--- config.mk ---
export PLATFORM = sky130hd
export DESIGN_NAME = glyph_scaler_flat
export DESIGN_NICKNAME = d
export VERILOG_FILES = /design/src/rtl/glyph_scaler_pkg.sv /design/src/rtl/glyph_scaler_if.sv /design/src/rtl/scale_div_cnt.sv /design/src/rtl/glyph_scaler.sv /design/src/flat_wrapper.sv
export SDC_FILE = /design/constraint.sdc
export NUM_CORES = 1
export LEC_CHECK = 0
export CAP_MARGIN = 20
export CORE_ASPECT_RATIO = 0.6
export CORE_MARGIN = 10
export CORE_UTILIZATION = 62
export DETAILED_ROUTE_END_ITERATION = 7
export DONT_BUFFER_PORTS = 1
export HOLD_SLACK_MARGIN = 0.12
export PLACE_DENSITY = 0.81
export SYNTH_ARGS = -nofsm -noshare
export SYNTH_HDL_FRONTEND = slang
export SYNTH_SLANG_ARGS = --single-unit
--- constraint.sdc ---
create_clock -name clk_pix -period 2.7 [get_ports clk_pix]
set_input_delay 0.405 -clock clk_pix [delete_from_list [all_inputs] [get_ports clk_pix]]
set_output_delay 0.405 -clock clk_pix [all_outputs]
set_load 0.005 [all_outputs]
--- src/rtl/glyph_scaler_pkg.sv ---
// Shared definitions for the glyph address path: geometry defaults,
// width helpers, scale saturation and the glyph index record consumed by
// the font ROM and character buffer.
package glyph_pkg;

    localparam int CHARA_WIDTH_DEF  = 8;
    localparam int CHARA_HEIGHT_DEF = 11;
    localparam int MAX_SCALE_DEF    = 15;
    localparam int COLW_DEF         = 7;
    localparam int ROWW_DEF         = 6;

    // Width of a scale factor able to hold 0..max_scale.
    function automatic int scale_w(input int max_scale);
        return $clog2(max_scale + 1);
    endfunction

    // Width of the pixel-column index inside a glyph.
    function automatic int bit_w(input int chara_width);
        return $clog2(chara_width);
    endfunction

    // Width of the glyph line index.
    function automatic int line_w(input int chara_height);
        return $clog2(chara_height);
    endfunction

    // A scale of 0 means "unscaled"; anything beyond the limit is clamped.
    function automatic int sat_scale(input int value, input int max_scale);
        if (value == 0) begin
            return 1;
        end
        if (value > max_scale) begin
            return max_scale;
        end
        return value;
    endfunction

    localparam int BIT_W_DEF  = bit_w(CHARA_WIDTH_DEF);
    localparam int LINE_W_DEF = line_w(CHARA_HEIGHT_DEF);

    // Glyph address as seen by the font ROM / character buffer.
    typedef struct packed {
        logic [BIT_W_DEF-1:0]  bit_cnt;
        logic [LINE_W_DEF-1:0] line_cnt;
        logic [COLW_DEF-1:0]   col;
        logic [ROWW_DEF-1:0]   row;
    } glyph_idx_t;

endpackage

--- src/rtl/glyph_scaler_if.sv ---
// Bundle between the display timing side (master) and the glyph scaler
// (slave): de/frame_start/scale requests in, glyph indices out.
interface glyph_scaler_if
    import glyph_pkg::*;
#(
    parameter int CHARA_WIDTH  = CHARA_WIDTH_DEF,
    parameter int CHARA_HEIGHT = CHARA_HEIGHT_DEF,
    parameter int MAX_SCALE    = MAX_SCALE_DEF,
    parameter int COLW         = COLW_DEF,
    parameter int ROWW         = ROWW_DEF
) ();

    localparam int SW = scale_w(MAX_SCALE);
    localparam int BW = bit_w(CHARA_WIDTH);
    localparam int LW = line_w(CHARA_HEIGHT);

    logic          de;
    logic          frame_start;
    logic [SW-1:0] scale_x;
    logic [SW-1:0] scale_y;

    logic          glyph_valid;
    logic          new_glyph;
    logic [BW-1:0] bit_cnt;
    logic [LW-1:0] line_cnt;
    logic [COLW-1:0] col;
    logic [ROWW-1:0] row;

    modport master (
        output de, frame_start, scale_x, scale_y,
        input  glyph_valid, new_glyph, bit_cnt, line_cnt, col, row
    );

    modport slave (
        input  de, frame_start, scale_x, scale_y,
        output glyph_valid, new_glyph, bit_cnt, line_cnt, col, row
    );

endinterface

--- src/rtl/scale_div_cnt.sv ---
// Prescaled three-level wrap counter: sub counts 0..scale-1, cell counts
// 0..CELLS-1 on each sub wrap, char counts freely on each cell wrap.
// clr_i forces the present position to zero; when adv_i is also high the
// zero position is the one being consumed, so the state steps from zero.
// REG_OUT=0 presents the position being consumed this cycle (combinational
// after clear); REG_OUT=1 presents the stored state.
module scale_div_cnt #(
    parameter int SW      = 4,
    parameter int CELLS   = 8,
    parameter int CW      = 3,
    parameter int CHW     = 7,
    parameter bit CHAR_EN = 1'b1,
    parameter bit REG_OUT = 1'b0
) (
    input  logic           clk_pix,
    input  logic           rst,
    input  logic           clr_i,
    input  logic           adv_i,
    input  logic [SW-1:0]  scale_i,
    output logic [SW-1:0]  sub_o,
    output logic [CW-1:0]  cell_o,
    output logic [CHW-1:0] char_o
);

    logic [SW-1:0] sub_q, sub_d, sub_base;
    logic [CW-1:0] cell_q, cell_d, cell_base;
    logic          sub_wrap;
    logic          cell_wrap;

    assign sub_base  = clr_i ? '0 : sub_q;
    assign cell_base = clr_i ? '0 : cell_q;

    // sub+1 >= scale also covers a scale lowered while sub is already past it.
    assign sub_wrap  = ({1'b0, sub_base} + (SW+1)'(1)) >= {1'b0, scale_i};
    assign cell_wrap = sub_wrap && (cell_base == CW'(CELLS - 1));

    // Next sub/cell position from the present (possibly cleared) position.
    always_comb begin
        sub_d  = sub_base;
        cell_d = cell_base;
        if (adv_i) begin
            sub_d = sub_wrap ? '0 : sub_base + SW'(1);
            if (sub_wrap) begin
                cell_d = cell_wrap ? '0 : cell_base + CW'(1);
            end
        end
    end

    // Sub and cell state.
    always_ff @(posedge clk_pix or posedge rst) begin
        if (rst) begin
            sub_q  <= '0;
            cell_q <= '0;
        end else begin
            sub_q  <= sub_d;
            cell_q <= cell_d;
        end
    end

    assign sub_o  = REG_OUT ? sub_q  : sub_base;
    assign cell_o = REG_OUT ? cell_q : cell_base;

    generate
        if (CHAR_EN) begin : g_char
            logic [CHW-1:0] char_q, char_d, char_base;

            assign char_base = clr_i ? '0 : char_q;
            assign char_d    = (adv_i && cell_wrap) ? char_base + CHW'(1) : char_base;

            // Character counter wraps modulo 2^CHW.
            always_ff @(posedge clk_pix or posedge rst) begin
                if (rst) begin
                    char_q <= '0;
                end else begin
                    char_q <= char_d;
                end
            end

            assign char_o = REG_OUT ? char_q : char_base;
        end else begin : g_no_char
            assign char_o = '0;
        end
    endgenerate

endmodule

--- src/rtl/glyph_scaler.sv ---
// Pixel-to-glyph address generator. Turns the de stream into registered
// bit/line/column/row indices for integer-scaled glyphs. The X chain runs on
// de and restarts on its rising edge; the Y chain steps on each de falling
// edge and restarts on frame_start, which also latches the scales.
// Optional feature macro: GLYPH_SCALER_ROWCOL_EN builds the col/row counters;
// without it col and row are tied to 0.
module glyph_scaler
    import glyph_pkg::*;
#(
    parameter int CHARA_WIDTH  = CHARA_WIDTH_DEF,
    parameter int CHARA_HEIGHT = CHARA_HEIGHT_DEF,
    parameter int MAX_SCALE    = MAX_SCALE_DEF,
    parameter int DEF_SCALE_X  = 8,
    parameter int DEF_SCALE_Y  = 8,
    parameter int COLW         = COLW_DEF,
    parameter int ROWW         = ROWW_DEF
) (
    input  logic         clk_pix,
    input  logic         rst,
    glyph_scaler_if.slave bus
);

    localparam int SW = scale_w(MAX_SCALE);
    localparam int BW = bit_w(CHARA_WIDTH);
    localparam int LW = line_w(CHARA_HEIGHT);

`ifdef GLYPH_SCALER_ROWCOL_EN
    localparam bit ROWCOL_EN = 1'b1;
`else
    localparam bit ROWCOL_EN = 1'b0;
`endif

    logic          de_d_q;
    logic [SW-1:0] sx_act_q, sx_act_d;
    logic [SW-1:0] sy_act_q, sy_act_d;

    logic          de_rise, de_fall;
    logic          y_adv;

    logic [SW-1:0]   x_sub, y_sub;
    logic [BW-1:0]   x_cell;
    logic [LW-1:0]   y_cell;
    logic [COLW-1:0] x_char;
    logic [ROWW-1:0] y_char;

    logic          glyph_valid_q;
    logic          new_glyph_q;
    logic [BW-1:0] bit_q;

    // The Y chain never needs its sub position outside the counter.
    logic unused_y_sub;
    assign unused_y_sub = ^y_sub;

    assign de_rise = bus.de & ~de_d_q;
    assign de_fall = ~bus.de & de_d_q;
    // frame_start wins over a coincident falling edge so the Y chain stays cleared.
    assign y_adv   = de_fall & ~bus.frame_start;

    // Scale requests only take effect at frame boundaries.
    always_comb begin
        sx_act_d = sx_act_q;
        sy_act_d = sy_act_q;
        if (bus.frame_start) begin
            sx_act_d = SW'(sat_scale(int'(bus.scale_x), MAX_SCALE));
            sy_act_d = SW'(sat_scale(int'(bus.scale_y), MAX_SCALE));
        end
    end

    // Effective scales and de history.
    always_ff @(posedge clk_pix or posedge rst) begin
        if (rst) begin
            sx_act_q <= SW'(sat_scale(DEF_SCALE_X, MAX_SCALE));
            sy_act_q <= SW'(sat_scale(DEF_SCALE_Y, MAX_SCALE));
            de_d_q   <= 1'b0;
        end else begin
            sx_act_q <= sx_act_d;
            sy_act_q <= sy_act_d;
            de_d_q   <= bus.de;
        end
    end

    scale_div_cnt #(
        .SW      (SW),
        .CELLS   (CHARA_WIDTH),
        .CW      (BW),
        .CHW     (COLW),
        .CHAR_EN (ROWCOL_EN),
        .REG_OUT (1'b0)
    ) u_x_chain (
        .clk_pix (clk_pix),
        .rst     (rst),
        .clr_i   (de_rise),
        .adv_i   (bus.de),
        .scale_i (sx_act_q),
        .sub_o   (x_sub),
        .cell_o  (x_cell),
        .char_o  (x_char)
    );

    scale_div_cnt #(
        .SW      (SW),
        .CELLS   (CHARA_HEIGHT),
        .CW      (LW),
        .CHW     (ROWW),
        .CHAR_EN (ROWCOL_EN),
        .REG_OUT (1'b1)
    ) u_y_chain (
        .clk_pix (clk_pix),
        .rst     (rst),
        .clr_i   (bus.frame_start),
        .adv_i   (y_adv),
        .scale_i (sy_act_q),
        .sub_o   (y_sub),
        .cell_o  (y_cell),
        .char_o  (y_char)
    );

    // Present the consumed pixel one cycle later; blanked pixels read as zero.
    always_ff @(posedge clk_pix or posedge rst) begin
        if (rst) begin
            glyph_valid_q <= 1'b0;
            new_glyph_q   <= 1'b0;
            bit_q         <= '0;
        end else begin
            glyph_valid_q <= bus.de;
            new_glyph_q   <= bus.de && (x_sub == '0) && (x_cell == '0);
            bit_q         <= bus.de ? x_cell : '0;
        end
    end

    assign bus.glyph_valid = glyph_valid_q;
    assign bus.new_glyph   = new_glyph_q;
    assign bus.bit_cnt     = bit_q;
    assign bus.line_cnt    = y_cell;

`ifdef GLYPH_SCALER_ROWCOL_EN
    logic [COLW-1:0] col_q;

    // Column of the presented pixel; zero while blanked.
    always_ff @(posedge clk_pix or posedge rst) begin
        if (rst) begin
            col_q <= '0;
        end else begin
            col_q <= bus.de ? x_char : '0;
        end
    end

    assign bus.col = col_q;
    assign bus.row = y_char;
`else
    logic unused_char;
    assign unused_char = ^{x_char, y_char};

    assign bus.col = '0;
    assign bus.row = '0;
`endif

endmodule

--- src/flat_wrapper.sv ---
// flat-port wrapper written by rule: the top's interface ports become plain ports
module glyph_scaler_flat import glyph_pkg::*;
#(
    parameter int CHARA_WIDTH  = CHARA_WIDTH_DEF,
    parameter int CHARA_HEIGHT = CHARA_HEIGHT_DEF,
    parameter int MAX_SCALE    = MAX_SCALE_DEF,
    parameter int DEF_SCALE_X  = 8,
    parameter int DEF_SCALE_Y  = 8,
    parameter int COLW         = COLW_DEF,
    parameter int ROWW         = ROWW_DEF
)
  (clk_pix, rst, bus_de, bus_frame_start, bus_scale_x, bus_scale_y, bus_glyph_valid, bus_new_glyph, bus_bit_cnt, bus_line_cnt, bus_col, bus_row);
  glyph_scaler_if #(.CHARA_WIDTH(CHARA_WIDTH), .CHARA_HEIGHT(CHARA_HEIGHT), .MAX_SCALE(MAX_SCALE), .COLW(COLW), .ROWW(ROWW)) bus_i ();
  input  logic clk_pix;
  input  logic rst;
  input wire logic [$bits(bus_i.de)-1:0] bus_de;
  input wire logic [$bits(bus_i.frame_start)-1:0] bus_frame_start;
  input wire logic [$bits(bus_i.scale_x)-1:0] bus_scale_x;
  input wire logic [$bits(bus_i.scale_y)-1:0] bus_scale_y;
  output wire logic [$bits(bus_i.glyph_valid)-1:0] bus_glyph_valid;
  output wire logic [$bits(bus_i.new_glyph)-1:0] bus_new_glyph;
  output wire logic [$bits(bus_i.bit_cnt)-1:0] bus_bit_cnt;
  output wire logic [$bits(bus_i.line_cnt)-1:0] bus_line_cnt;
  output wire logic [$bits(bus_i.col)-1:0] bus_col;
  output wire logic [$bits(bus_i.row)-1:0] bus_row;
  assign bus_i.de = bus_de;
  assign bus_i.frame_start = bus_frame_start;
  assign bus_i.scale_x = bus_scale_x;
  assign bus_i.scale_y = bus_scale_y;
  assign bus_glyph_valid = bus_i.glyph_valid;
  assign bus_new_glyph = bus_i.new_glyph;
  assign bus_bit_cnt = bus_i.bit_cnt;
  assign bus_line_cnt = bus_i.line_cnt;
  assign bus_col = bus_i.col;
  assign bus_row = bus_i.row;
  glyph_scaler #(.CHARA_WIDTH(CHARA_WIDTH), .CHARA_HEIGHT(CHARA_HEIGHT), .MAX_SCALE(MAX_SCALE), .DEF_SCALE_X(DEF_SCALE_X), .DEF_SCALE_Y(DEF_SCALE_Y), .COLW(COLW), .ROWW(ROWW)) u_core (.clk_pix(clk_pix), .rst(rst), .bus(bus_i));
endmodule
==> results.md <==
* Status: finished, final reports clean
* R2r startpoint: u_core.de_d_q
* Mapped Cells at 190
* Max Clock Skew at 0.00668 ns
* TritonCTS clock tree: yes
* Lkg Pwr at 0.876 nW
* H-tree Lvls at 1
* Most used cells in the layout excluding fill and tap cells: dfrtp_1, nand2_1, inv_1
* Crit start category: flop
* CP Launch Point: u_core.de_d_q
* Slew Viols, Final at 0
* Routed wire length at 3650 um
* Layout cells sized above 1 at 7.89%
* Routability cong. at 0.946
* Hold_sp: bus_de
* Min Tclk post-route at 2.55 ns
* Switching power at 381 uW
* Final net count at 218
* Largest net degree at the start of global routing at 35
* Top_reg_cell synth: dfrtp_1
* Drt drc at 0
* Arr. time, crit path at 2.71 ns
* CTS sink cnt at 28
* Die X at 88.4 um
* Flop pwr share at 47.1%
* Final Hold Vio Count at 0
* Fillers at 197
* Sw Share at 33.7%
* GRT Overall Usage at 12.8%
* Yosys warnings at 0
* Cts bufs inserted at 3
* Yosys cell types at 41
* # Post-CTS Setup Buffers at 0
* R2R depth at 8
* Highest clock rate at 393 MHz
* WL/cell at 16.4 um
* Pwr dens at 629 mW/mm2
* Clock share of power at 19.8%
* Commonest non-fill, non-tap cell in the layout: dfrtp_1
* WP depth at 8
* Die area at 0.00540 mm2
* Worst VDD drop at 0.324 mV
* DRT Pass-1 Iters at 4
* Max Cap Viol at 0
* Worst path top cell family by delay: simple AND/OR/NAND/NOR gates
* WS Path Type: flop to flop
* Largest fanout on the critical path at 4
* GR Overflow Total at 0
* Largest cells by area after synthesis: dfrtp_1, ha_1, buf_4
* Core footprint at 0.00259 mm2
* Largest area contributor in the netlist: dfrtp_1
* Die height at 61.1 um
* Ys async rst share at 100%
* CTS Root Buffer Type: clkbuf_8
* Setup TNS at 0 ns
* Worst Tran Pin Value at 0.644 ns
* Starting density of the core at 67.2%
* Clk Latency, worst-skew pair at 0.27 ns
* Post-DRT Antenna Nets at 0
* Post-Synthesis Cell Area at 0.00174 mm2
* Final worst slack at 0.154 ns
* Antenna diodes at 0
* Input/output buffers at 0
* Area delta synth->final at 3.09%
* Sequential fraction of the synthesis area at 40.4%
* Final Cycle Share at 94.3%
* First-pass GRT wire length at 5520 um
* Dpl hpwl at 2700 um
* CP cell instances: nand2b_1 > and2_1 > ha_1 > nand2b_1 > a2111oi_2 > o32ai_1 > nand2_1 > mux2_2
* Combinational Power Share at 33.1%
* Critical path buffers and inverters at 0
* Detailed-route via count at 1298
* Reg area at 703 um2
* Initial antenna violation count at 0
* Max incr delay on CP at 0.44 ns
* Critical-path top delay cell: a2111oi_2
* Place WS at 0.205 ns
* Vias/cell at 5.85
* Critical Path RT at 2.86 ns
* Yosys reg bits at 28
* Unrepaired setup endpoints after global routing: false
* Crit-path most repeated cell: nand2b_1
* Clock transition at path regs at 0.09 ns
* Area taken by multi-input logic gates at 906 um2
* Clk buf depth at 2
* Row cnt at 14
* Worst Hold Class: input port to flop
* Pint at 749 uW
* Cells on Worst Hold Path at 0
* Number of synthesized flops with an enable pin at 0
* Yosys top cell area share at 37.4%
* Vias in the first global route at 1123
* Starting DRC count in detailed routing at 132
* IO Pins at 34
* Mapped Avg Cell Area at 9.17 um2
* Max-slew headroom at 56.9%
* Setup-failing EPs final at 0
* Endpoint class of the critical path: flop
-- registers in the layout, indices dropped and copies added, names as in the netlist --
name,count
u_core.u_x_chain.sub_q,4
u_core.u_x_chain.cell_q,3
u_core.u_y_chain.cell_o,4
u_core.sy_act_q,4
u_core.de_d_q,1
u_core.bus.new_glyph,1
u_core.bus.bit_cnt,3
u_core.sx_act_q,4
u_core.u_y_chain.sub_o,4
-- worst paths after layout --
check                                             end  slack (ns)
setup / recovery           u_core.u_x_chain.cell_q[2]        0.15
min in group asynchronous        u_core.bus.new_glyph        0.52
hold / removal                          u_core.de_d_q        0.16
max in group asynchronous          u_core.sx_act_q[3]        1.68
hold reg to reg                    u_core.sy_act_q[3]        0.50
setup reg to reg           u_core.u_x_chain.cell_q[2]        0.15
-- final cells by class --
class | count | area share [%]
Timing Repair Buffer | 4 | 2.93
Clock buffer | 3 | 2.30
Multi-Input combinational cell | 141 | 50.5
Inverter | 14 | 2.93
Tap cell | 32 | 2.23
Sequential cell | 28 | 39.2
-- worst reg2reg max path: cells and delay by family (launching register included) --
family                   cells  cell delay, ns
AO/OA/AOI/OAI                2            0.70
adder cells (fa/ha/maj)      1            0.26
flip-flops                   1            0.38
multiplexers                 1            0.36
AND/OR/NAND/NOR              4            0.74
-- metal layers --
layer,part of all wire (%),GRT usage (%),routed length (um)
met4,0.16,1.60,6
met2,42,18.3,1540
met1,47,18.6,1700
met3,11,4.48,401
met5,0,0,0
-- kinds of logic (layout without fill, tap and decap cells) --
group                      count (synthesis)  after routing  share of synthesized area (%)
AOI/OAI and AO/OA                         40             40                           14.4
xor gates and xnor gates                   5              5                           2.51
adders and majority gates                 14             14                           10.1
buffers and inverters                     33             21                           10.3
DFF                                       28             28                           40.4
muxes                                      3              3                           1.94
other                                      1             13                          0.215
and+or+nand+nor                           66             66                           20.1
-- through the flow --
stage                     hold WS (ns)  total power [mW]  std cells  instance area (um2)  utilization [%]
after global placement           0.438             0.869        217                 1710             66.1
after floorplan                  0.436             0.832        202                 1790                -
after global routing             0.136              1.20        222                 1800             69.3
final                            0.156              1.13        222                 1800             69.3
after detailed placement         0.437             0.893        217                 1710             66.1
after CTS                        0.152              1.12        220                 1760             67.7
-- Yosys cell counts (all sizes together), types with 3 or more instances --
master and number:
nor2 10, buf 14, nand3 4, nand2 21
mux2 3, dfrtp 26, xnor2 4, inv 14
nor2b 7, a21oi 13, clkbuf 5, and3 3
nand2b 7, o21ai 14, ha 14, or4 3
-- power by group through the flow --
stage	clock [mW]	combinational [mW]	sequential (mW)
after floorplan	0	0.309	0.524
after global placement	0	0.333	0.537
after global routing	0.247	0.417	0.534
after detailed placement	0	0.356	0.537
after CTS	0.226	0.361	0.529
final	0.224	0.373	0.532
-- repair_timing --
action,4_1_cts,5_1_grt
resized for setup,0,1
hold buffers,0,1
setup endpoints to repair,0,1
hold endpoints to repair,0,5
Note: power is estimated with default switching activity, not from simulation.
